$ cat config.mk
export PLATFORM = sky130hd
export DESIGN_NAME = lsu_mem_ctrl_flat
export DESIGN_NICKNAME = d
export VERILOG_FILES = /design/src/rtl/lsu_mem_ctrl_if.sv /design/src/rtl/lsu_mem_ctrl.sv /design/src/flat_wrapper.sv
export SDC_FILE = /design/constraint.sdc
export NUM_CORES = 1
export LEC_CHECK = 0
export ABC_CLOCK_PERIOD_IN_PS = 9800
export BUFFER_PORTS_ARGS = -buffer_cell sky130_fd_sc_hd__clkbuf_2
export CAP_MARGIN = 20
export CORE_UTILIZATION = 30
export DETAILED_ROUTE_END_ITERATION = 6
export GPL_TIMING_DRIVEN = 0
export PLACE_DENSITY = 0.48
export SLEW_MARGIN = 0
export SYNTH_ARGS = -nofsm -noshare
export SYNTH_HDL_FRONTEND = slang
export SYNTH_SLANG_ARGS = --single-unit
$ cat constraint.sdc
create_clock -name clk -period 9.8 [get_ports clk]
set_input_delay 1.96 -clock clk [delete_from_list [all_inputs] [get_ports clk]]
set_output_delay 1.96 -clock clk [all_outputs]
set_load 0.03 [all_outputs]
$ cat src/rtl/lsu_mem_ctrl_if.sv
// Load/store stage bus bundle: execute request, data-memory bus and response to the extractor.
interface lsu_mem_ctrl_if;
  localparam int unsigned XLEN = 32;
  localparam int unsigned BE_W = XLEN / 8;

  logic            req_valid;
  logic            req_ready;
  logic [XLEN-1:0] inst;
  logic [XLEN-1:0] addr;
  logic [XLEN-1:0] wdata;

  logic            mem_req;
  logic            mem_we;
  logic [XLEN-1:0] mem_addr;
  logic [BE_W-1:0] mem_be;
  logic [XLEN-1:0] mem_wdata;
  logic [XLEN-1:0] mem_rdata;
  logic            mem_ack;

  logic            rsp_valid;
  logic [XLEN-1:0] rsp_inst;
  logic [XLEN-1:0] rsp_data;
  logic            misalign_err;
  logic            timeout_err;

  // LSU side
  modport slave (
    input  req_valid, inst, addr, wdata, mem_rdata, mem_ack,
    output req_ready, mem_req, mem_we, mem_addr, mem_be, mem_wdata,
           rsp_valid, rsp_inst, rsp_data, misalign_err, timeout_err
  );

  // Execute / memory / extractor side
  modport master (
    output req_valid, inst, addr, wdata, mem_rdata, mem_ack,
    input  req_ready, mem_req, mem_we, mem_addr, mem_be, mem_wdata,
           rsp_valid, rsp_inst, rsp_data, misalign_err, timeout_err
  );
endinterface

$ cat src/rtl/lsu_mem_ctrl.sv
// Load/store memory-access stage: issues one aligned data-memory access per instruction
// and returns the addressed bytes right-justified, with misalign and ack-timeout errors.
module lsu_mem_ctrl #(
  parameter int unsigned TIMEOUT = 255,
  parameter int unsigned CNT_W   = 8
) (
  input logic          clk,
  input logic          rst,
  lsu_mem_ctrl_if.slave bus
);
  localparam int unsigned XLEN = 32;
  localparam int unsigned BE_W = 4;
  localparam logic [6:0]  OPC_LOAD  = 7'b0000011;
  localparam logic [6:0]  OPC_STORE = 7'b0100011;
  localparam logic [CNT_W-1:0] TO_LAST = CNT_W'(TIMEOUT - 1);

  typedef enum logic [1:0] {IDLE, REQ, RESP, ERR} state_e;

  state_e            state_q, state_d;
  logic [CNT_W-1:0]  cnt_q, cnt_d;
  logic [XLEN-1:0]   inst_q, inst_d;
  logic [XLEN-1:0]   wdata_q, wdata_d;
  logic [1:0]        off_q, off_d;
  logic              is_load_q, is_load_d;
  logic              mem_req_q, mem_req_d;
  logic              mem_we_q, mem_we_d;
  logic [XLEN-1:0]   mem_addr_q, mem_addr_d;
  logic [BE_W-1:0]   mem_be_q, mem_be_d;
  logic [XLEN-1:0]   mem_wdata_q, mem_wdata_d;
  logic              rsp_valid_q, rsp_valid_d;
  logic [XLEN-1:0]   rsp_inst_q, rsp_inst_d;
  logic [XLEN-1:0]   rsp_data_q, rsp_data_d;
  logic              misalign_q, misalign_d;
  logic              timeout_q, timeout_d;

  // Decode of the instruction currently offered by execute
  logic [6:0]      opc_c;
  logic [1:0]      size_c;
  logic [1:0]      off_c;
  logic            is_load_c, is_store_c, misalign_c;
  logic [BE_W-1:0] be_c;
  logic [XLEN-1:0] wd_c;

  always_comb begin
    opc_c      = bus.inst[6:0];
    size_c     = bus.inst[13:12];
    off_c      = bus.addr[1:0];
    is_load_c  = (opc_c == OPC_LOAD);
    is_store_c = (opc_c == OPC_STORE);
    misalign_c = 1'b0;
    be_c       = 4'b1111;
    wd_c       = bus.wdata;
    case (size_c)
      2'b00: begin
        be_c = 4'b0001 << off_c;
        wd_c = {4{bus.wdata[7:0]}};
      end
      2'b01: begin
        be_c       = 4'b0011 << off_c;
        wd_c       = {2{bus.wdata[15:0]}};
        misalign_c = off_c[0];
      end
      2'b10: misalign_c = (off_c != 2'b00);
      default: misalign_c = 1'b1;
    endcase
    if (!is_store_c) wd_c = '0;
  end

  always_comb begin
    state_d     = state_q;
    cnt_d       = cnt_q;
    inst_d      = inst_q;
    wdata_d     = wdata_q;
    off_d       = off_q;
    is_load_d   = is_load_q;
    mem_req_d   = mem_req_q;
    mem_we_d    = mem_we_q;
    mem_addr_d  = mem_addr_q;
    mem_be_d    = mem_be_q;
    mem_wdata_d = mem_wdata_q;
    rsp_valid_d = 1'b0;
    rsp_inst_d  = rsp_inst_q;
    rsp_data_d  = rsp_data_q;
    misalign_d  = 1'b0;
    timeout_d   = 1'b0;

    case (state_q)
      IDLE: begin
        if (bus.req_valid) begin
          inst_d    = bus.inst;
          wdata_d   = bus.wdata;
          off_d     = off_c;
          is_load_d = is_load_c;
          if (!(is_load_c || is_store_c)) begin
            state_d     = RESP;
            rsp_valid_d = 1'b1;
            rsp_inst_d  = bus.inst;
            rsp_data_d  = bus.wdata;
          end else if (misalign_c) begin
            state_d     = ERR;
            rsp_valid_d = 1'b1;
            misalign_d  = 1'b1;
            rsp_inst_d  = bus.inst;
            rsp_data_d  = '0;
          end else begin
            state_d     = REQ;
            cnt_d       = '0;
            mem_req_d   = 1'b1;
            mem_we_d    = is_store_c;
            mem_addr_d  = {bus.addr[XLEN-1:2], 2'b00};
            mem_be_d    = be_c;
            mem_wdata_d = wd_c;
          end
        end
      end
      REQ: begin
        // An ack on the final timeout cycle still completes normally
        if (bus.mem_ack) begin
          state_d     = RESP;
          cnt_d       = '0;
          mem_req_d   = 1'b0;
          rsp_valid_d = 1'b1;
          rsp_inst_d  = inst_q;
          rsp_data_d  = is_load_q ? (bus.mem_rdata >> {off_q, 3'b000}) : wdata_q;
        end else if ((TIMEOUT != 0) && (cnt_q == TO_LAST)) begin
          state_d     = ERR;
          cnt_d       = '0;
          mem_req_d   = 1'b0;
          rsp_valid_d = 1'b1;
          timeout_d   = 1'b1;
          rsp_inst_d  = inst_q;
          rsp_data_d  = '0;
        end else begin
          cnt_d = cnt_q + CNT_W'(1);
        end
      end
      RESP:    state_d = IDLE;
      ERR:     state_d = IDLE;
      default: state_d = IDLE;
    endcase
  end

  always_ff @(posedge clk or posedge rst) begin
    if (rst) begin
      state_q     <= IDLE;
      cnt_q       <= '0;
      inst_q      <= '0;
      wdata_q     <= '0;
      off_q       <= '0;
      is_load_q   <= 1'b0;
      mem_req_q   <= 1'b0;
      mem_we_q    <= 1'b0;
      mem_addr_q  <= '0;
      mem_be_q    <= '0;
      mem_wdata_q <= '0;
      rsp_valid_q <= 1'b0;
      rsp_inst_q  <= '0;
      rsp_data_q  <= '0;
      misalign_q  <= 1'b0;
      timeout_q   <= 1'b0;
    end else begin
      state_q     <= state_d;
      cnt_q       <= cnt_d;
      inst_q      <= inst_d;
      wdata_q     <= wdata_d;
      off_q       <= off_d;
      is_load_q   <= is_load_d;
      mem_req_q   <= mem_req_d;
      mem_we_q    <= mem_we_d;
      mem_addr_q  <= mem_addr_d;
      mem_be_q    <= mem_be_d;
      mem_wdata_q <= mem_wdata_d;
      rsp_valid_q <= rsp_valid_d;
      rsp_inst_q  <= rsp_inst_d;
      rsp_data_q  <= rsp_data_d;
      misalign_q  <= misalign_d;
      timeout_q   <= timeout_d;
    end
  end

  // req_ready is gated by rst so execute sees it drop the moment reset asserts
  assign bus.req_ready    = (state_q == IDLE) && !rst;
  assign bus.mem_req      = mem_req_q;
  assign bus.mem_we       = mem_we_q;
  assign bus.mem_addr     = mem_addr_q;
  assign bus.mem_be       = mem_be_q;
  assign bus.mem_wdata    = mem_wdata_q;
  assign bus.rsp_valid    = rsp_valid_q;
  assign bus.rsp_inst     = rsp_inst_q;
  assign bus.rsp_data     = rsp_data_q;
  assign bus.misalign_err = misalign_q;
  assign bus.timeout_err  = timeout_q;
endmodule

$ cat src/flat_wrapper.sv
// flat-port wrapper written by rule: the top's interface ports become plain ports
module lsu_mem_ctrl_flat 
#(
  parameter int unsigned TIMEOUT = 255,
  parameter int unsigned CNT_W   = 8
)
  (clk, rst, bus_req_valid, bus_inst, bus_addr, bus_wdata, bus_mem_rdata, bus_mem_ack, bus_req_ready, bus_mem_req, bus_mem_we, bus_mem_addr, bus_mem_be, bus_mem_wdata, bus_rsp_valid, bus_rsp_inst, bus_rsp_data, bus_misalign_err, bus_timeout_err);
  lsu_mem_ctrl_if bus_i ();
  input logic clk;
  input logic rst;
  input wire logic [$bits(bus_i.req_valid)-1:0] bus_req_valid;
  input wire logic [$bits(bus_i.inst)-1:0] bus_inst;
  input wire logic [$bits(bus_i.addr)-1:0] bus_addr;
  input wire logic [$bits(bus_i.wdata)-1:0] bus_wdata;
  input wire logic [$bits(bus_i.mem_rdata)-1:0] bus_mem_rdata;
  input wire logic [$bits(bus_i.mem_ack)-1:0] bus_mem_ack;
  output wire logic [$bits(bus_i.req_ready)-1:0] bus_req_ready;
  output wire logic [$bits(bus_i.mem_req)-1:0] bus_mem_req;
  output wire logic [$bits(bus_i.mem_we)-1:0] bus_mem_we;
  output wire logic [$bits(bus_i.mem_addr)-1:0] bus_mem_addr;
  output wire logic [$bits(bus_i.mem_be)-1:0] bus_mem_be;
  output wire logic [$bits(bus_i.mem_wdata)-1:0] bus_mem_wdata;
  output wire logic [$bits(bus_i.rsp_valid)-1:0] bus_rsp_valid;
  output wire logic [$bits(bus_i.rsp_inst)-1:0] bus_rsp_inst;
  output wire logic [$bits(bus_i.rsp_data)-1:0] bus_rsp_data;
  output wire logic [$bits(bus_i.misalign_err)-1:0] bus_misalign_err;
  output wire logic [$bits(bus_i.timeout_err)-1:0] bus_timeout_err;
  assign bus_i.req_valid = bus_req_valid;
  assign bus_i.inst = bus_inst;
  assign bus_i.addr = bus_addr;
  assign bus_i.wdata = bus_wdata;
  assign bus_i.mem_rdata = bus_mem_rdata;
  assign bus_i.mem_ack = bus_mem_ack;
  assign bus_req_ready = bus_i.req_ready;
  assign bus_mem_req = bus_i.mem_req;
  assign bus_mem_we = bus_i.mem_we;
  assign bus_mem_addr = bus_i.mem_addr;
  assign bus_mem_be = bus_i.mem_be;
  assign bus_mem_wdata = bus_i.mem_wdata;
  assign bus_rsp_valid = bus_i.rsp_valid;
  assign bus_rsp_inst = bus_i.rsp_inst;
  assign bus_rsp_data = bus_i.rsp_data;
  assign bus_misalign_err = bus_i.misalign_err;
  assign bus_timeout_err = bus_i.timeout_err;
  lsu_mem_ctrl #(.TIMEOUT(TIMEOUT), .CNT_W(CNT_W)) u_core (.clk(clk), .rst(rst), .bus(bus_i));
endmodule
==> results of run 1 <==
-- worst reg2reg max path: cells and delay by family (launching register included) --
family / cells / cell delay [ns]
and+or+nand+nor: 3 / 0.93
buffers and inverters: 2 / 0.77
AOI/OAI and AO/OA: 2 / 0.71
DFF: 1 / 0.45
-- placed cells by master (no fill, tap or decap), drive strengths merged, types with 2 or more instances in the layout --
| cell type | count |
|---|---|
| nor3 | 5 |
| a21oi | 43 |
| mux2 | 38 |
| a222oi | 3 |
| conb | 2 |
| a41o | 3 |
| a41oi | 2 |
| mux2i | 41 |
| a32oi | 15 |
| dfrtp | 212 |
| nand2b | 10 |
| clkbuf | 354 |
| nor2b | 3 |
| and3 | 5 |
| inv | 22 |
| buf | 29 |
| and2 | 2 |
| nand4 | 3 |
| a22oi | 8 |
| o22ai | 17 |
| nor2 | 94 |
| nand2 | 307 |
| o221ai | 11 |
| ha | 2 |
| o21ai | 66 |
| nand3 | 7 |
| a31oi | 41 |
| clkinv | 6 |
-- logic make-up after synthesis --
| logic type | Yosys count |
|---|---|
| compound gates | 213 |
| fa+ha+maj | 2 |
| buf+inv | 99 |
| flops | 212 |
| mux | 79 |
| other cells | 1 |
| simple gates | 444 |
-- per-layer routing --
| layer | track usage | vias up |
|---|---|---|
| li1 | - | 4166 |
| met1 | 0.2973 | 4331 |
| met2 | 0.3275 | 354 |
| met3 | 0.02708 | 50 |
| met4 | 0.06102 | 0 |
| met5 | 0 | - |
-- registers in the layout, summed over array words and instances, names as in the netlist --
| signal | count |
|---|---|
| u_core.bus.mem_addr | 30 |
| u_core.state_q | 2 |
| u_core.bus.rsp_inst | 32 |
| u_core.wdata_q | 32 |
| u_core.bus.misalign_err | 1 |
| u_core.bus.mem_be | 4 |
| u_core.inst_q | 32 |
| u_core.bus.mem_we | 1 |
| u_core.bus.mem_req | 1 |
| u_core.bus.rsp_valid | 1 |
| u_core.bus.mem_wdata | 32 |
| u_core.bus.timeout_err | 1 |
| u_core.cnt_q | 8 |
| u_core.off_q | 2 |
| u_core.bus.rsp_data | 32 |
| u_core.is_load_q | 1 |
-- where the power goes --
group,internal (mW),switching [mW],total (mW)
clock,0.541,0.387,0.928
sequential,0.986,0.0592,1.05
combinational,0.164,0.366,0.531
-- path summary, 6_finish.rpt --
kind	start	endpoint	slack (ns)
worst max-delay path	rst	bus_req_ready	5.31
min in group asynchronous	rst	u_core.bus.misalign_err$_DFF_PP0_	1.57
max in group asynchronous	rst	u_core.wdata_q[18]$_DFFE_PP0P_	7.22
worst max register to register	u_core.state_q[0]$_DFFE_PP0P_	u_core.bus.rsp_data[20]$_DFFE_PP0P_	6.89
worst min register to register	u_core.inst_q[7]$_DFFE_PP0P_	u_core.inst_q[7]$_DFFE_PP0P_	0.47
worst min-delay path	u_core.inst_q[7]$_DFFE_PP0P_	u_core.inst_q[7]$_DFFE_PP0P_	0.47
-- through the flow --
step	setup slack, ns	power, mW	TNS [ns]	area [um2]	hold slack [ns]
6_report	5.314	2.504	0	12350	0.4737
5_1_grt	5.269	2.623	0	12350	0.4928
4_1_cts	5.311	2.530	0	12350	0.4768
3_5_place_dp	5.199	1.593	0	11520	0.4615
3_3_place_gp	-1.063	1.588	-221.15	11490	0.4571
2_1_floorplan	2.046	1.394	0	9659	0.4455
-- layout make-up --
cell class / instances / area, um2
flip-flops and latches: 212 / 5305
repair buffers: 266 / 1354
clock inverters: 7 / 48.80
multi-input cells: 740 / 3951
clock buffers: 40 / 773.2
well taps: 402 / 503.0
inverters: 22 / 90.09
fillers: 3279 / 19290
plain buffers: 77 / 320.3
==> flow_summary.json, run 1 <==
{
  "max_freq_mhz": 222.9,
  "synthCells": 1050,
  "critical_path_cell_count": 3,
  "avgSynthCellArea_um2": 9.196,
  "worstPathArrival_ns": 2.53,
  "cellPowerDensity_nw_per_um2": 202.8,
  "cts_num_sinks": 212,
  "r2r_cells": 7,
  "stdcell_count": 1766,
  "core_area_um2": 31640,
  "critPathCaptureType": "primary output",
  "ant_nets": 0,
  "max_slew_margin": 0.1864,
  "drive_gt1_frac": 0.2683,
  "vias": 8901,
  "rsz0062_at_grt": "false",
  "wl_met2_um": 15660,
  "cts_setup_buffers": 0,
  "die_y_um": 181.4,
  "hold_path_depth": 2,
  "synth-seq-area-share": 0.5494,
  "cts_resized": 0,
  "dr.pass1.iters": 7,
  "grt_max_degree": 109,
  "chipWidth_um": 181.4,
  "muxShareOfSynthArea": 0.08682,
  "drtIter0Drc": 670,
  "synthFlopType": "dfrtp_1",
  "wl_per_cell_um": 19.46,
  "routed_wl_um": 34360,
  "vias_per_cell": 5.040,
  "route.detailed.drc": 0,
  "async_flop_share": 1.000,
  "grt_use_total": 0.2078,
  "grt_antenna_before_repair": 0,
  "cp_top_family": "buffers and inverters",
  "cts_hold_buf": 0,
  "critPathLaunchType": "input port",
  "clk_latency_ns": 0.55,
  "hold_viol_final": 0,
  "synth.most_common_cell": "nand2_1",
  "cap_viol_max_count": 0,
  "gp_congestion": 0.8597,
  "ys_warn_count": 0,
  "port_buffers": 265,
  "clockBufferDepth": 3,
  "diodes": 0,
  "yosys-top-cells-area": "dfrtp_1, nand2_1, mux2_2",
  "clk_pin_slew_ns": 0.06,
  "cts_root_buffer": "clkbuf_16",
  "synth_top_family_by_area": "simple AND/OR/NAND/NOR gates",
  "worst_hold_path_type": "reg -> reg",
  "setup_viol": 0,
  "die_area_um2": 32910,
  "outcome": "completed",
  "path_max_fanout": 2,
  "fin_skew_ns": 0.02650,
  "yosys_register_bits": 212,
  "grt_pass1_vias": 8604,
  "period_minus_slack_ns": 4.486,
  "cp_num_buf_inv": 2,
  "dpl.hpwl_um": 25360,
  "min_period_over_period": 0.4577,
  "cp_common_cell": "clkbuf_2",
  "numCtsBuffers": 26,
  "synth_cell_types": 42,
  "synth_area_leader_cell": "dfrtp_1",
  "synth_compound_area_frac": 0.1354,
  "cts_max_level": 1,
  "yosys.area_share.adder": 0.002592,
  "synth_area_um2": 9656,
  "synth.top_cells.by_count": "nand2_1, dfrtp_1, nor2_1",
  "worst_pin_slew_ns": 1.220,
  "place_inst": 1719,
  "critical_path.cell_chain": "clkbuf_2, nor3_1, clkbuf_2",
  "worst_ep_required_time_ns": 7.84,
  "syn2layout_area_growth_pct": 27.86,
  "met1Wirelength_um": 15670,
  "dr_wl_met3_um": 2175,
  "crit_path_top_delay_cell": "clkbuf_2",
  "topRoutingLayerUsed": "met4",
  "synth_edf_count": 0,
  "maxSlewViolCount": 0,
  "num_rows": 65,
  "start_util": 0.3052,
  "cts_tree": "done",
  "ios": 270,
  "grt_overflow": 0,
  "finalNetCount": 1479,
  "critPathKind": "in -> out",
  "synth-simple-area-share": 0.1836,
  "grt_pass1_wl_um": 52450,
  "synthXorXnorAreaFrac": 0,
  "worst_ir_drop_vdd_mv": 0.1383,
  "yosysTopAreaCellShare": 0.5494,
  "p_leak_nw": 6.165,
  "max_stage_delay_ns": 0.25,
  "utilization": 0.3902
}
Note: power is estimated with default switching activity, not from simulation.
==> run 2: changes to the inputs <==
--- a/config.mk
+++ b/config.mk
@@ -5,13 +5,13 @@
 export SDC_FILE = /design/constraint.sdc
 export NUM_CORES = 1
 export LEC_CHECK = 0
-export ABC_CLOCK_PERIOD_IN_PS = 9800
+export ABC_CLOCK_PERIOD_IN_PS = 4100
 export BUFFER_PORTS_ARGS = -buffer_cell sky130_fd_sc_hd__clkbuf_2
 export CAP_MARGIN = 20
 export CORE_UTILIZATION = 30
 export DETAILED_ROUTE_END_ITERATION = 6
 export GPL_TIMING_DRIVEN = 0
-export PLACE_DENSITY = 0.48
+export PLACE_DENSITY = 0.5
 export SLEW_MARGIN = 0
 export SYNTH_ARGS = -nofsm -noshare
 export SYNTH_HDL_FRONTEND = slang
==> constraint.sdc (replaced) <==
create_clock -name clk -period 4.1 [get_ports clk]
set_input_delay 0.82 -clock clk [delete_from_list [all_inputs] [get_ports clk]]
set_output_delay 0.82 -clock clk [all_outputs]
set_load 0.03 [all_outputs]
==> run 2 against run 1 <==
Net effect:
- critical path depth increased by 4
- register-to-register slack got worse by 5.7 ns
- via count decreased by 2.2%
- highest routed layer unchanged
- critical path type is now reg -> reg
- largest power group unchanged
- clock-buffer cell count fell by 3
- core utilization rose by 0.099 points
==> flow_summary.json, run 2 (same netlist as run 1, synthesis figures left out) <==
{
  "chipWidth_um": 181.4,
  "critical_path.cell_chain": "nor3b_1, nor2_1, a222oi_1, buf_2, buf_2, nor2_1, a21oi_1",
  "dpl.hpwl_um": 25700,
  "busiest_layer": "met2",
  "grt_pass1_wl_um": 51940,
  "most-common-layout-cells": "nand2_1, clkbuf_2, dfrtp_1",
  "p_leak_nw": 6.180,
  "cts_max_level": 1,
  "grt_max_degree": 39,
  "worst_pin_slew_ns": 1.293,
  "grt_antenna_before_repair": 0,
  "wl_per_cell_um": 19.24,
  "met1_usage": 0.2926,
  "core_area_um2": 31640,
  "finalWorstSetupSlack_ns": 1.178,
  "crit_path_top_delay_cell": "nor3b_1",
  "grtUsageMet3": 0.03630,
  "dr.pass1.iters": 5,
  "numCtsBuffers": 25,
  "routed_wl_um": 33930,
  "hold_slack_ns": 0.4082,
  "pre_cts_slack_ns": 0.6938,
  "max_freq_mhz": 342.2,
  "clk_pin_slew_ns": 0.05,
  "outcome": "completed",
  "critPathKind": "reg -> reg",
  "port_buffers": 265,
  "cts_hold_buf": 0,
  "hold_viol_final": 0,
  "rsz0062_at_grt": "false",
  "cts_resized": 0,
  "grt_pass1_vias": 8592,
  "diodes": 0,
  "drtIter0Drc": 654,
  "drive_gt1_frac": 0.2702,
  "route.detailed.drc": 0,
  "min_period_over_period": 0.7127,
  "worst_ep_required_time_ns": 4.56,
  "clockBufferDepth": 3,
  "num_rows": 65,
  "worst_hold_path_type": "in -> async",
  "period_minus_slack_ns": 2.922,
  "start_util": 0.3052,
  "ios": 270,
  "clk_latency_ns": 0.54,
  "syn2layout_area_growth_pct": 28.18,
  "cap_viol_max_count": 0,
  "use_met2": 0.3205,
  "grt_overflow": 0,
  "die_y_um": 181.4,
  "setup_viol": 0,
  "maxSlewViolCount": 0,
  "vias_per_cell": 4.934,
  "fin_skew_ns": 0.02512,
  "worstPathArrival_ns": 3.38,
  "cts_num_sinks": 212,
  "cts_root_buffer": "clkbuf_16",
  "cellPowerDensity_nw_per_um2": 479.4,
  "cp_top_family": "simple AND/OR/NAND/NOR gates",
  "max_stage_delay_ns": 0.66,
  "critPathLaunchType": "flip-flop",
  "cts_setup_buffers": 0,
  "critPathCaptureType": "flip-flop",
  "path_max_fanout": 10,
  "die_area_um2": 32910,
  "vias": 8704,
  "finalNetCount": 1482,
  "ant_nets": 0,
  "cts_tree": "done",
  "layout_commonest_cell": "nand2_1",
  "cp_num_buf_inv": 2,
  "gp_congestion": 0.8886,
  "max_slew_margin": 0.1383,
  "grt_use_total": 0.2057,
  "worst_ir_drop_vdd_mv": 0.3231
}
run 2: cell count changes in the layout (fill, tap and decap cells not counted):
cell	delta
inv_6	+1
clkbuf_1	-4
inv_8	-1
clkinv_8	-1
clkbuf_16	-1
clkinv_2	-2
buf_16	-1
clkbuf_8	+2
buf_12	+5
run 2: where the power goes:
part	leakage [nW]	switching, mW	total, mW	internal [mW]
Sequential	2.64	0.140	2.50	2.36
Combinational	3.15	0.884	1.28	0.399
Clock	0.393	0.886	2.15	1.27
run 2: final timing paths:
kind / end / cells after the start / startpoint / slack (ns)
worst max-delay path: u_core.bus.rsp_data[23]$_DFFE_PP0P_ / 7 / u_core.state_q[0]$_DFFE_PP0P_ / 1.18
worst min-delay path: u_core.bus.mem_addr[10]$_DFFE_PP0P_ / 2 / rst / 0.41
worst max register to register: u_core.bus.rsp_data[23]$_DFFE_PP0P_ / 7 / u_core.state_q[0]$_DFFE_PP0P_ / 1.18
worst min register to register: u_core.inst_q[24]$_DFFE_PP0P_ / 2 / u_core.inst_q[24]$_DFFE_PP0P_ / 0.47
max in group asynchronous: u_core.bus.rsp_data[4]$_DFFE_PP0P_ / 4 / rst / 2.75
min in group clk: u_core.inst_q[24]$_DFFE_PP0P_ / 2 / u_core.inst_q[24]$_DFFE_PP0P_ / 0.47
run 2: through the flow:
stage,power (mW),setup TNS (ns),util,area (um2),std cells
5_1_grt,6.217,0,0.3912,12380,1764
2_1_floorplan,3.332,0,-,9663,1051
4_1_cts,6.000,0,0.3912,12380,1764
3_3_place_gp,3.800,-234.66,0.3633,11490,1718
3_5_place_dp,3.820,0,0.3664,11590,1723
6_report,5.933,0,0.3912,12380,1764
run 2: layout make-up:
class,instances,area [um2]
inverters,22,86.33
clock buffers,37,760.7
plain buffers,77,320.3
multi-input cells,740,3951
fillers,3298,19260
clock inverters,4,23.77
well taps,402,503.0
flip-flops and latches,212,5305
repair buffers,270,1426
run 2: worst reg2reg max path, cell delays in order, from the launching register on:
cell      delay (ns)
dfrtp_1         0.46
nor3b_1         0.66
nor2_1          0.16
a222oi_1        0.61
buf_2           0.41
buf_2           0.35
nor2_1          0.08
a21oi_1         0.12
run 2: metal layers:
metal / up-vias / part of all wire
met4: 0 / 0.026
li1: 4163 / -
met3: 55 / 0.059
met2: 288 / 0.45
met5: - / 0
met1: 4198 / 0.46
